### src/rtl/turn_scheduler.sv
// rtl/turn_scheduler.sv - two-tank artillery turn, fire, flight and score sequencer
module turn_scheduler #(
   parameter int TURN_FRAMES   = 600,
   parameter int FLIGHT_FRAMES = 300,
   parameter int WIN_SCORE     = 5
) (
   input  logic       Clk,
   input  logic       Reset,
   input  logic       vs,
   input  logic [7:0] keycode,
   input  logic       hit1,
   input  logic       hit2,
   input  logic       shell_done,
   output logic [7:0] keycode1,
   output logic [7:0] keycode2,
   output logic       fire,
   output logic       active_player,
   output logic [3:0] score1,
   output logic [3:0] score2,
   output logic [9:0] turn_frames_left,
   output logic       game_over,
   output logic       winner,
   output logic [2:0] state
);

   localparam logic [7:0] KEY_ENTER   = 8'h28;
   localparam logic [7:0] KEY_SPACE   = 8'h2C;
   localparam logic [9:0] TURN_INIT   = 10'(TURN_FRAMES);
   localparam logic [9:0] FLIGHT_INIT = 10'(FLIGHT_FRAMES);
   localparam logic [3:0] WIN         = 4'(WIN_SCORE);

   typedef enum logic [2:0] {
      S_IDLE     = 3'd0,
      S_AIM      = 3'd1,
      S_FIRE     = 3'd2,
      S_FLIGHT   = 3'd3,
      S_SCORE    = 3'd4,
      S_SWAP     = 3'd5,
      S_GAMEOVER = 3'd6
   } state_t;

   state_t     st;
   logic       vs_q1, vs_q2;
   logic [7:0] key_q;
   logic [9:0] flight_cnt;
   logic       lat_opp, lat_self;

   logic       tick, enter_press, space_press, aim_expire;
   logic       opp_now, self_now;
   logic [3:0] score1_next, score2_next;

   assign state = st;

   function automatic logic [3:0] sat_inc(input logic [3:0] s);
      return (s < WIN) ? s + 4'd1 : s;
   endfunction

   // Frame tick, key edge detection, hit decoding relative to the shooter, and next scores
   always_comb begin
      tick        = vs_q1 & ~vs_q2;
      enter_press = (keycode == KEY_ENTER) && (key_q != KEY_ENTER);
      space_press = (keycode == KEY_SPACE) && (key_q != KEY_SPACE);
      aim_expire  = tick && (turn_frames_left <= 10'd1);
      opp_now     = active_player ? hit1 : hit2;
      self_now    = active_player ? hit2 : hit1;
      score1_next = score1;
      score2_next = score2;
      // An opponent hit always wins over a simultaneous self hit
      if (lat_opp) begin
         if (active_player) score2_next = sat_inc(score2);
         else               score1_next = sat_inc(score1);
      end else if (lat_self) begin
         if (active_player) score1_next = sat_inc(score1);
         else               score2_next = sat_inc(score2);
      end
   end

   // Input history registers for vs edge and key edge detection
   always_ff @(posedge Clk) begin
      if (Reset) begin
         vs_q1 <= 1'b0;
         vs_q2 <= 1'b0;
         key_q <= 8'h00;
      end else begin
         vs_q1 <= vs;
         vs_q2 <= vs_q1;
         key_q <= keycode;
      end
   end

   // Game flow FSM; keycodes are routed only when the next state is AIM
   always_ff @(posedge Clk) begin
      if (Reset) begin
         st               <= S_IDLE;
         active_player    <= 1'b0;
         score1           <= 4'd0;
         score2           <= 4'd0;
         fire             <= 1'b0;
         game_over        <= 1'b0;
         winner           <= 1'b0;
         keycode1         <= 8'h00;
         keycode2         <= 8'h00;
         turn_frames_left <= TURN_INIT;
         flight_cnt       <= FLIGHT_INIT;
         lat_opp          <= 1'b0;
         lat_self         <= 1'b0;
      end else begin
         fire     <= 1'b0;
         keycode1 <= 8'h00;
         keycode2 <= 8'h00;
         case (st)
            S_IDLE: begin
               if (enter_press) begin
                  st               <= S_AIM;
                  score1           <= 4'd0;
                  score2           <= 4'd0;
                  active_player    <= 1'b0;
                  turn_frames_left <= TURN_INIT;
                  keycode1         <= keycode;
               end
            end
            S_AIM: begin
               // Space wins a tie against the expiring tick
               if (space_press) begin
                  st   <= S_FIRE;
                  fire <= 1'b1;
               end else if (aim_expire) begin
                  turn_frames_left <= 10'd0;
                  st               <= S_SWAP;
               end else begin
                  if (tick) turn_frames_left <= turn_frames_left - 10'd1;
                  if (active_player) keycode2 <= keycode;
                  else               keycode1 <= keycode;
               end
            end
            S_FIRE: begin
               st         <= S_FLIGHT;
               flight_cnt <= FLIGHT_INIT;
            end
            S_FLIGHT: begin
               if (hit1 || hit2 || shell_done) begin
                  lat_opp  <= opp_now;
                  lat_self <= self_now;
                  st       <= S_SCORE;
               end else if (tick) begin
                  if (flight_cnt <= 10'd1) begin
                     flight_cnt <= 10'd0;
                     lat_opp    <= 1'b0;
                     lat_self   <= 1'b0;
                     st         <= S_SCORE;
                  end else begin
                     flight_cnt <= flight_cnt - 10'd1;
                  end
               end
            end
            S_SCORE: begin
               score1 <= score1_next;
               score2 <= score2_next;
               if (score1_next == WIN || score2_next == WIN) begin
                  st        <= S_GAMEOVER;
                  game_over <= 1'b1;
                  winner    <= (score1_next != WIN);
               end else begin
                  st <= S_SWAP;
               end
            end
            S_SWAP: begin
               active_player    <= ~active_player;
               st               <= S_AIM;
               turn_frames_left <= TURN_INIT;
               if (active_player) keycode1 <= keycode;
               else               keycode2 <= keycode;
            end
            S_GAMEOVER: begin
               if (enter_press) begin
                  st        <= S_IDLE;
                  game_over <= 1'b0;
                  winner    <= 1'b0;
               end
            end
            default: st <= S_IDLE;
         endcase
      end
   end

endmodule

### config.mk
export PLATFORM = sky130hd
export DESIGN_NAME = turn_scheduler
export DESIGN_NICKNAME = d
export VERILOG_FILES = /design/src/rtl/turn_scheduler.sv
export SDC_FILE = /design/constraint.sdc
export NUM_CORES = 1
export LEC_CHECK = 0
export ABC_AREA = 1
export CAP_MARGIN = 0
export CELL_PAD_IN_SITES_DETAIL_PLACEMENT = 1
export CELL_PAD_IN_SITES_GLOBAL_PLACEMENT = 2
export CORE_ASPECT_RATIO = 1.5
export CORE_UTILIZATION = 32
export CTS_CLUSTER_SIZE = 8
export DETAILED_ROUTE_END_ITERATION = 8
export GPL_ROUTABILITY_DRIVEN = 0
export PLACE_DENSITY_LB_ADDON = 0.1
export SYNTH_ARGS = -nofsm -noshare
export SYNTH_HDL_FRONTEND = slang
export SYNTH_SLANG_ARGS = --single-unit
### constraint.sdc
create_clock -name Clk -period 4.95 [get_ports Clk]
set_clock_uncertainty 0.05 [all_clocks]
set_input_delay 0.495 -clock Clk [delete_from_list [all_inputs] [get_ports Clk]]
set_output_delay 0.495 -clock Clk [all_outputs]
set_load 0.05 [all_outputs]
==> impl_metrics.env <==
export IMPL_tritoncts="built"
export IMPL_power_frac_seq=0.390
export IMPL_critPathMaxFanout=8
export IMPL_cts_buffer_depth=2
export IMPL_synthFlopType="dfxtp_1"
export IMPL_syn_num_nets=462
export IMPL_status="finished clean"
export IMPL_drt_iter0_drc=73
export IMPL_core_mm2=0.00942
export IMPL_wl_per_cell_um=14.5
export IMPL_syn_avg_cell_area_um2=7.14
export IMPL_internal_power_w=0.000958
export IMPL_cts_made_buffers=9
export IMPL_grt_use_total=0.186
export IMPL_combinationalPowerShare=0.200
export IMPL_hold_path_class="reg -> reg"
export IMPL_synthTopCellsByCount="71 x nand2_1, 63 x dfxtp_1, 58 x inv_1, 56 x nor2_1, 31 x a21oi_1"
export IMPL_antenna_left=0
export IMPL_portBuffers=54
export IMPL_p_per_area_mw_per_mm2=347
export IMPL_cp_start_kind="register"
export IMPL_diodes=0
export IMPL_finalHoldViolations=0
export IMPL_start_util=0.334
export IMPL_max_freq_mhz=429
export IMPL_wirelength_um=8960
export IMPL_critPathKind="reg -> reg"
export IMPL_leakagePower_nw=1.62
export IMPL_critical_path_required_ns=5.08
export IMPL_netlist_instances=440
export IMPL_final_setup_viol_count=0
export IMPL_tightest_slew_ns=0.966
export IMPL_async_flop_share=0
export IMPL_switching_share=0.325
export IMPL_die_w_um=82.9
export IMPL_clock_sinks=63
export IMPL_die_area_mm2=0.0102
export IMPL_clk_pin_slew_worst_paths_ns=0.06
export IMPL_post_cts_buffers=0
export IMPL_yosysTopAreaCellShare=0.401
export IMPL_place_hpwl_um=6710
export IMPL_pin_count=55
export IMPL_areaGrowthSynthToFinish_pct=30.0
export IMPL_period_share=0.471
export IMPL_rows=43
export IMPL_synth_most_common_cell="nand2_1"
export IMPL_ys_warn_count=0
export IMPL_antenna_found_initial=0
export IMPL_grt_max_degree=31
export IMPL_finalCriticalPeriod_ns=2.33
export IMPL_synth_edf_count=0
export IMPL_root_buffer="clkbuf_16"
export IMPL_drive_gt1_frac=0.112
export IMPL_firstDrtPassIters=4
export IMPL_p_clk_frac=0.409
export IMPL_synth_seq_cells=63
export IMPL_yosysTopAreaCell="dfxtp_1"
export IMPL_gr_total_overflow=0
export IMPL_instances_no_fill=619
export IMPL_relSlewSlack=0.349
export IMPL_die_h_um=123
export IMPL_rsz0062_at_grt="no"
export IMPL_switchingPower_w=0.000461
export IMPL_final_util=0.434
export IMPL_maxCapViolCount=0
export IMPL_nNetsFinal=524
export IMPL_grt_pass1_wl_um=14900
export IMPL_ys_types=39
export IMPL_setup_tns_final_ns=0
export IMPL_vias_per_cell=4.87
export IMPL_ctsHoldBuffers=0
export IMPL_arrival_ns=2.46
export IMPL_drc=0
export IMPL_vias=3017
export IMPL_irDropWorstVdd_uv=217
export IMPL_placed_cells=603
export IMPL_grt_pass1_vias=3105
export IMPL_cts_resized=0
export IMPL_whs_ns=0.391
export IMPL_drv_slew=0
export IMPL_fillers=1198
export IMPL_htreeDepth=3
export IMPL_ys_seq_area_frac=0.401
export IMPL_synth_area_mm2=0.00314
export IMPL_clk_latency_ns=0.34
export IMPL_synthTopCellsByArea="dfxtp_1 40%, nand2_1 8.5%, inv_1 6.9%, nor2_1 6.7%, a21oi_1 4.9%"
export IMPL_cp_end_kind="register"
stage by stage:
stage          power (W)  cell area [um2]  setup slack [ns]
2_1_floorplan   0.000762             3140              2.85
3_3_place_gp    0.000849             3810              2.47
3_5_place_dp    0.000853             3810              2.35
4_1_cts          0.00144             4090              2.59
5_1_grt          0.00149             4090              2.38
6_report         0.00142             4090              2.62
sequential cells by signal, summed over array words and instances (netlist names), 3 cells and up:
name and count:
flight_cnt 10, turn_frames_left 10, key_q 8, keycode1 8
keycode2 8, score1 4, score2 4, state 3
area by class of cell:
type	instances	area [um2]	area share
Multi-Input combinational cell	303	1600	0.391
Sequential cell	63	1260	0.309
Timing Repair Buffer	56	556	0.136
Inverter	69	259	0.0634
Clock buffer	9	225	0.0551
Tap cell	112	140	0.0343
Clock inverter	7	48.8	0.0119
critical path: stages (launching register included):
cell	delay [ns]
dfxtp_1	0.34
inv_1	0.11
ha_1	0.20
inv_1	0.06
nor3_2	0.39
o21ai_1	0.30
nand3_1	0.20
inv_2	0.07
a21oi_2	0.37
nor3_1	0.08
cell usage in the layout, fill, tap and decap left out, types with 9 or more instances in the layout:
master / n
nor2_1: 56
dfxtp_1: 63
nand3_1: 22
inv_1: 58
nor3_1: 24
clkdlybuf4s50_1: 54
a21oi_1: 31
inv_2: 10
o21ai_0: 20
nand2_1: 71
clkbuf_16: 9
o21ai_1: 12
power by group through the flow:
stage / clock [W] / combinational, W / sequential [W]
after CTS: 0.000595 / 0.000289 / 0.000555
after global routing: 0.000621 / 0.000313 / 0.000558
after global placement: 0 / 0.000284 / 0.000565
final: 0.000581 / 0.000285 / 0.000554
after floorplan: 0 / 0.000136 / 0.000626
after detailed placement: 0 / 0.000288 / 0.000565
routing by layer:
layer / wire length [um] / track usage / vias to the layer above
li1: - / - / 1552
met1: 4010 / 0.216 / 1412
met3: 241 / 0.0381 / 13
met4: 183 / 0.0851 / 0
met2: 4530 / 0.330 / 40
met5: 0 / 0 / -
worst paths after layout:
path                       start     endpoint  slack [ns]  cells after the start
max          turn_frames_left[0]  keycode1[5]        2.62                      9
min                        vs_q1        vs_q2        0.39                      2
max reg2reg  turn_frames_left[0]  keycode1[5]        2.62                      9
min reg2reg                vs_q1        vs_q2        0.39                      2
cell families after synthesis:
logic type | synth area share
compound gates | 0.138
xor+xnor | 0.0139
fa+ha+maj | 0.0318
buf+inv | 0.0908
flops | 0.401
simple gates | 0.324
No activity file was read; power rests on OpenSTA's default activity.
==> edit 1, RTL diff (same flow settings) <==
Add an input register stage for `vs`, `keycode`, `hit1`, `hit2` and `shell_done`, with the module's reset; this delays them by one clock.
--- a/src/rtl/turn_scheduler.sv
+++ b/src/rtl/turn_scheduler.sv
@@ -39,6 +39,28 @@
       S_GAMEOVER = 3'd6
    } state_t;
 
+   logic vs_q;
+   logic [7:0] keycode_q;
+   logic hit1_q;
+   logic hit2_q;
+   logic shell_done_q;
+
+   always_ff @(posedge Clk) begin
+      if (Reset) begin
+         vs_q         <= '0;
+         keycode_q    <= '0;
+         hit1_q       <= '0;
+         hit2_q       <= '0;
+         shell_done_q <= '0;
+      end else begin
+         vs_q         <= vs;
+         keycode_q    <= keycode;
+         hit1_q       <= hit1;
+         hit2_q       <= hit2;
+         shell_done_q <= shell_done;
+      end
+   end
+
    state_t     st;
    logic       vs_q1, vs_q2;
    logic [7:0] key_q;
@@ -58,11 +80,11 @@
    // Frame tick, key edge detection, hit decoding relative to the shooter, and next scores
    always_comb begin
       tick        = vs_q1 & ~vs_q2;
-      enter_press = (keycode == KEY_ENTER) && (key_q != KEY_ENTER);
-      space_press = (keycode == KEY_SPACE) && (key_q != KEY_SPACE);
+      enter_press = (keycode_q == KEY_ENTER) && (key_q != KEY_ENTER);
+      space_press = (keycode_q == KEY_SPACE) && (key_q != KEY_SPACE);
       aim_expire  = tick && (turn_frames_left <= 10'd1);
-      opp_now     = active_player ? hit1 : hit2;
-      self_now    = active_player ? hit2 : hit1;
+      opp_now     = active_player ? hit1_q : hit2_q;
+      self_now    = active_player ? hit2_q : hit1_q;
       score1_next = score1;
       score2_next = score2;
       // An opponent hit always wins over a simultaneous self hit
@@ -82,9 +104,9 @@
          vs_q2 <= 1'b0;
          key_q <= 8'h00;
       end else begin
-         vs_q1 <= vs;
+         vs_q1 <= vs_q;
          vs_q2 <= vs_q1;
-         key_q <= keycode;
+         key_q <= keycode_q;
       end
    end
 
@@ -116,7 +138,7 @@
                   score2           <= 4'd0;
                   active_player    <= 1'b0;
                   turn_frames_left <= TURN_INIT;
-                  keycode1         <= keycode;
+                  keycode1         <= keycode_q;
                end
             end
             S_AIM: begin
@@ -129,8 +151,8 @@
                   st               <= S_SWAP;
                end else begin
                   if (tick) turn_frames_left <= turn_frames_left - 10'd1;
-                  if (active_player) keycode2 <= keycode;
-                  else               keycode1 <= keycode;
+                  if (active_player) keycode2 <= keycode_q;
+                  else               keycode1 <= keycode_q;
                end
             end
             S_FIRE: begin
@@ -138,7 +160,7 @@
                flight_cnt <= FLIGHT_INIT;
             end
             S_FLIGHT: begin
-               if (hit1 || hit2 || shell_done) begin
+               if (hit1_q || hit2_q || shell_done_q) begin
                   lat_opp  <= opp_now;
                   lat_self <= self_now;
                   st       <= S_SCORE;
@@ -168,8 +190,8 @@
                active_player    <= ~active_player;
                st               <= S_AIM;
                turn_frames_left <= TURN_INIT;
-               if (active_player) keycode1 <= keycode;
-               else               keycode2 <= keycode;
+               if (active_player) keycode1 <= keycode_q;
+               else               keycode2 <= keycode_q;
             end
             S_GAMEOVER: begin
                if (enter_press) begin
Behaviour: not the same (Yosys sat finds a counterexample within 4 cycles, from zero or initial values and one cycle with Reset high).
==> edit 1 against the unedited design <==
- critical path type is now reg -> out
- hold slack got worse by 0.028 ns
- area after synthesis rose by 12%
- cell area rose by 11%
- routed wire length rose by 0.66%
- setup slack improved by 0.0083 ns
- non-clock buffer count fell by 1
- sequential cell count rose by 12
Power is not compared: it rests on default switching activity, and its combinational part moved more than twofold at a synthesized area within 25%.
==> edit 1: results (changes against the unedited design) <==
stage	metric	value	unit	change
setup_path	Critical Path AT	1.78	ns	was 2.46 ns
grt	met3 track demand over resource	0.0358		was 0.0381
synthesis	synthesized-area fraction occupied by adder cells	0.0284		was 0.0318
setup_path	cell family with most CP delay	buffers and inverters		was simple AND/OR/NAND/NOR gates
timing	clock period minus worst slack	2.33	ns	about the same
synthesis	synth cell count leaders	sky130_fd_sc_hd__nand2_1, sky130_fd_sc_hd__dfxtp_1, sky130_fd_sc_hd__inv_1		unchanged
setup_path	startpoint of the worst register-to-register path	turn_frames_left[1]$_SDFFE_PP0P_		was turn_frames_left[0]$_SDFFE_PP0P_
grt	fraction of met2 tracks used by global routing	0.328		was 0.330
synthesis	total nets after synthesis	498		was 462
timing	worst slew margin relative to its limit	0.352		was 0.349
min_path	Worst Hold Class	reg -> reg		unchanged
setup_path	Crit Reg-Reg Endpoint	keycode2[7]$_SDFF_PP0_		was keycode1[5]$_SDFF_PP0_
route	DR vias	3171		was 3017
setup_path	worst-case register-to-register setup slack	2.76	ns	was 2.62 ns
grt	total global routing track utilization	0.176		was 0.186
placed_design	instance count after placement with tap cells included	667		was 603
synthesis	parity-gate share of the synthesized area counting xor and xnor cells	0.0224		was 0.0139
grt	pin count of the biggest net entering global routing	39		was 31
timing	Worst Hold Slack	0.363	ns	was 0.391 ns
synthesis	register area share after synthesis	0.427		was 0.401
min_path	Hold EP	vs_q1$_SDFF_PP0_		was vs_q2$_SDFF_PP0_
clock_network	number of gates resized after cts	0		unchanged
setup_path	Setup crit start	state[2]$_SDFFE_PP0P_		was turn_frames_left[0]$_SDFFE_PP0P_
placed_design	number of port buffers	54		unchanged
setup_path	maximum single-stage delay on the critical path	0.88	ns	was 0.39 ns
finish	fraction of final layout cells with drive strength greater than 1	0.113		was 0.112
route	routed metal-1 wire length	3750	um	was 4010 um
placed_design	worst slack, placed	2.39	ns	was 2.35 ns
route	drt initial violations	68		was 73
finish	final net count	556		was 524
setup_path	Worst setup endpoint	state[2]		was keycode1[5]$_SDFF_PP0_
placed_design	area of placed instances	4200	um2	was 3810 um2
setup_path	worst-path cell with the longest stage delay	sky130_fd_sc_hd__clkdlybuf4s50_1		was sky130_fd_sc_hd__nor3_2
min_path	worst hold start	vs_q$_SDFF_PP0_		was vs_q1$_SDFF_PP0_
grt	number of global-route vias before repair	3318		was 3105
setup_path	peak fanout along the critical path	5		was 8
synthesis	Unique masters post-synth	40		was 39
route	post-DR vias/cell	4.64		was 4.87
grt	global-route wire length before repair	15300	um	was 14900 um
synthesis	main area contributors after synthesis	sky130_fd_sc_hd__dfxtp_1, sky130_fd_sc_hd__nand2_1, sky130_fd_sc_hd__inv_1, sky130_fd_sc_hd__nor2_1, sky130_fd_sc_hd__nor3_1		was sky130_fd_sc_hd__dfxtp_1, sky130_fd_sc_hd__nand2_1, sky130_fd_sc_hd__inv_1, sky130_fd_sc_hd__nor2_1, sky130_fd_sc_hd__a21oi_1
run_status	status	complete, no violations		unchanged
## edit 1: changes by cell type after synthesis, moves of 3 or more
cell	delta
sky130_fd_sc_hd__a21oi_1	-11
sky130_fd_sc_hd__dfxtp_1	+12
sky130_fd_sc_hd__inv_1	+12
sky130_fd_sc_hd__nand2_1	+12
sky130_fd_sc_hd__nor2_1	+11
sky130_fd_sc_hd__nor3_1	+3
sky130_fd_sc_hd__nor3b_2	+3
sky130_fd_sc_hd__o21ai_0	+3
sky130_fd_sc_hd__o21ai_1	-7
sky130_fd_sc_hd__o31ai_1	-3
sky130_fd_sc_hd__xor2_1	+3
## edit 1: layout make-up
cell class                      count  area share
Sequential cell                    75       0.332
Multi-Input combinational cell    314       0.371
Inverter                           79      0.0661
Timing Repair Buffer               55       0.121
Clock inverter                      7      0.0202
Tap cell                          144      0.0399
Clock buffer                        9      0.0498
## edit 1: power by group
group	total [uW]	internal [uW]	switching, uW	leakage [uW]
clock network	701	406	295	0.000154
registers	727	661	66.1	0.000610
logic	707	219	488	0.00109
==> edit 2, RTL diff (same flow settings) <==
Without the edit above. Change the parameter `FLIGHT_FRAMES` from 300 to 256.
--- a/src/rtl/turn_scheduler.sv
+++ b/src/rtl/turn_scheduler.sv
@@ -1,7 +1,7 @@
 // rtl/turn_scheduler.sv - two-tank artillery turn, fire, flight and score sequencer
 module turn_scheduler #(
    parameter int TURN_FRAMES   = 600,
-   parameter int FLIGHT_FRAMES = 300,
+   parameter int FLIGHT_FRAMES = 256,
    parameter int WIN_SCORE     = 5
 ) (
    input  logic       Clk,
Formal check against the unedited RTL: no difference found for any inputs over 10 cycles, from zero or initial values and one cycle with Reset high; that may be too few to reach the edited logic, so the function may still have changed.
==> edit 2 against the unedited design <==
- cell area increased by 1.9%
- highest routed layer unchanged
- clock power rose by 24%
- power is 9.7% higher
- sequential power is 0.7% lower
- critical path depth fell by 8
- non-clock buffer count decreased by 1
- setup slack lost 0.079 ns
- combinational power is essentially flat
- first-iteration DRC count up 4.1%
- sequential cell count did not move
- area after synthesis grew 1.4%
- routed wire length is 4.5% lower
- die area grew 1.4%
- largest power group unchanged
==> edit 2: results (changes against the unedited design) <==
stage	metric	value	unit	change
grt	global-route wire length before repair	14800	um	was 14900 um
route	drt initial violations	76		was 73
grt	pin count of the biggest net entering global routing	18		was 31
synthesis	register area share after synthesis	0.396		was 0.401
setup_path	worst-path cell with the longest stage delay	sky130_fd_sc_hd__clkdlybuf4s50_1		was sky130_fd_sc_hd__nor3_2
setup_path	maximum single-stage delay on the critical path	0.91	ns	was 0.39 ns
run_status	status	complete, no violations		unchanged
placed_design	area of placed instances	3830	um2	was 3810 um2
route	wirelength, routed	8560	um	was 8960 um
grt	number of global-route vias before repair	3125		was 3105
finish	count of filler cells inserted in the layout	1220		was 1198
synthesis	synth cell count leaders	sky130_fd_sc_hd__nand2_1, sky130_fd_sc_hd__nor2_1, sky130_fd_sc_hd__inv_1		was sky130_fd_sc_hd__nand2_1, sky130_fd_sc_hd__dfxtp_1, sky130_fd_sc_hd__inv_1
power	reported leakage power	0.00177	uW	was 0.00162 uW
power	Int Pwr	1110	uW	was 958 uW
timing	slew of the pin with the lowest slew margin	0.694	ns	was 0.966 ns
setup_path	Critical Path AT	1.87	ns	was 2.46 ns
finish	final net count	533		was 524
finish	fraction of final layout cells with drive strength greater than 1	0.0833		was 0.112
synthesis	total nets after synthesis	475		was 462
power	maximum resistive drop on vdd	0.186	mV	was 0.217 mV
route	DR vias	2978		was 3017
placed_design	placed wire-length estimate after detailed placement	6560	um	was 6710 um
setup_path	peak fanout along the critical path	10		was 8
finish	total inserted antenna cells	0		unchanged
setup_path	cell family with most CP delay	buffers and inverters		was simple AND/OR/NAND/NOR gates
synthesis	main area contributors after synthesis	sky130_fd_sc_hd__dfxtp_1, sky130_fd_sc_hd__nand2_1, sky130_fd_sc_hd__nor2_1, sky130_fd_sc_hd__inv_1, sky130_fd_sc_hd__a21oi_1		was sky130_fd_sc_hd__dfxtp_1, sky130_fd_sc_hd__nand2_1, sky130_fd_sc_hd__inv_1, sky130_fd_sc_hd__nor2_1, sky130_fd_sc_hd__a21oi_1
grt	total global routing track utilization	0.177		was 0.186
==> edit 2: cell count changes after synthesis, sizes merged, moves of 4 or more <==
cell   delta
inv       +6
a21oi     -4
o21ai    -12
nand4     -4
a31oi     +4
nor2     +12
nor3     -10
nand2    +20
nand3     +4
buf       +5
==> edit 2: power by group through the flow <==
stage	clock network (uW)	registers, uW	logic (uW)
2_1_floorplan	0	620	143
3_3_place_gp	0	560	285
3_5_place_dp	0	560	287
4_1_cts	743	550	288
5_1_grt	761	554	315
6_report	722	550	285
==> edit 2: cells by family (layout without fill, tap and decap cells) <==
group           after synthesis  in the layout  synth area share
simple gates                230            230             0.318
buf+inv                      82            145             0.106
compound gates               63             63             0.130
flops                        63             63             0.396
fa+ha+maj                     8              8            0.0314
xor+xnor                      7              7            0.0192
==> edit 2: routing by layer <==
metal	routed length, um	vias to the layer above	GRT usage	part of all wire
met5	0	-	0	0
met4	124	0	0.0658	0.014
met3	222	10	0.0332	0.026
met2	4470	37	0.317	0.52
met1	3740	1383	0.206	0.44
li1	-	1548	-	-
==> edit 2: area by class of cell <==
class | count | share of cell area
inverters | 74 | 0.0685
clock inverters | 5 | 0.0255
multi-input cells | 308 | 0.381
repair buffers | 55 | 0.132
clock buffers | 11 | 0.0559
well taps | 115 | 0.0345
flip-flops and latches | 63 | 0.303
==> edit 2: final timing paths <==
path / startpoint / end / slack, ns
setup reg to reg: state[0]$_SDFFE_PP0P_ / turn_frames_left[0]$_SDFFE_PP0P_ / 2.83
hold / removal: vs_q1$_SDFF_PP0_ / vs_q2$_SDFF_PP0_ / 0.39
setup / recovery: active_player$_SDFFE_PP0P_ / active_player / 2.54
hold reg to reg: vs_q1$_SDFF_PP0_ / vs_q2$_SDFF_PP0_ / 0.39
==> edit 2: stage by stage <==
stage | total power, uW | hold WS [ns] | utilization | cells | setup WS [ns]
final | 1560 | 0.388 | 0.430 | 631 | 2.54
after global routing | 1630 | 0.437 | 0.430 | 631 | 2.44
after CTS | 1580 | 0.388 | 0.430 | 631 | 2.50
after detailed placement | 847 | 0.379 | 0.395 | 615 | 2.41
after global placement | 845 | 0.376 | 0.395 | 615 | 2.41
after floorplan | 763 | 0.361 | - | 453 | 2.85
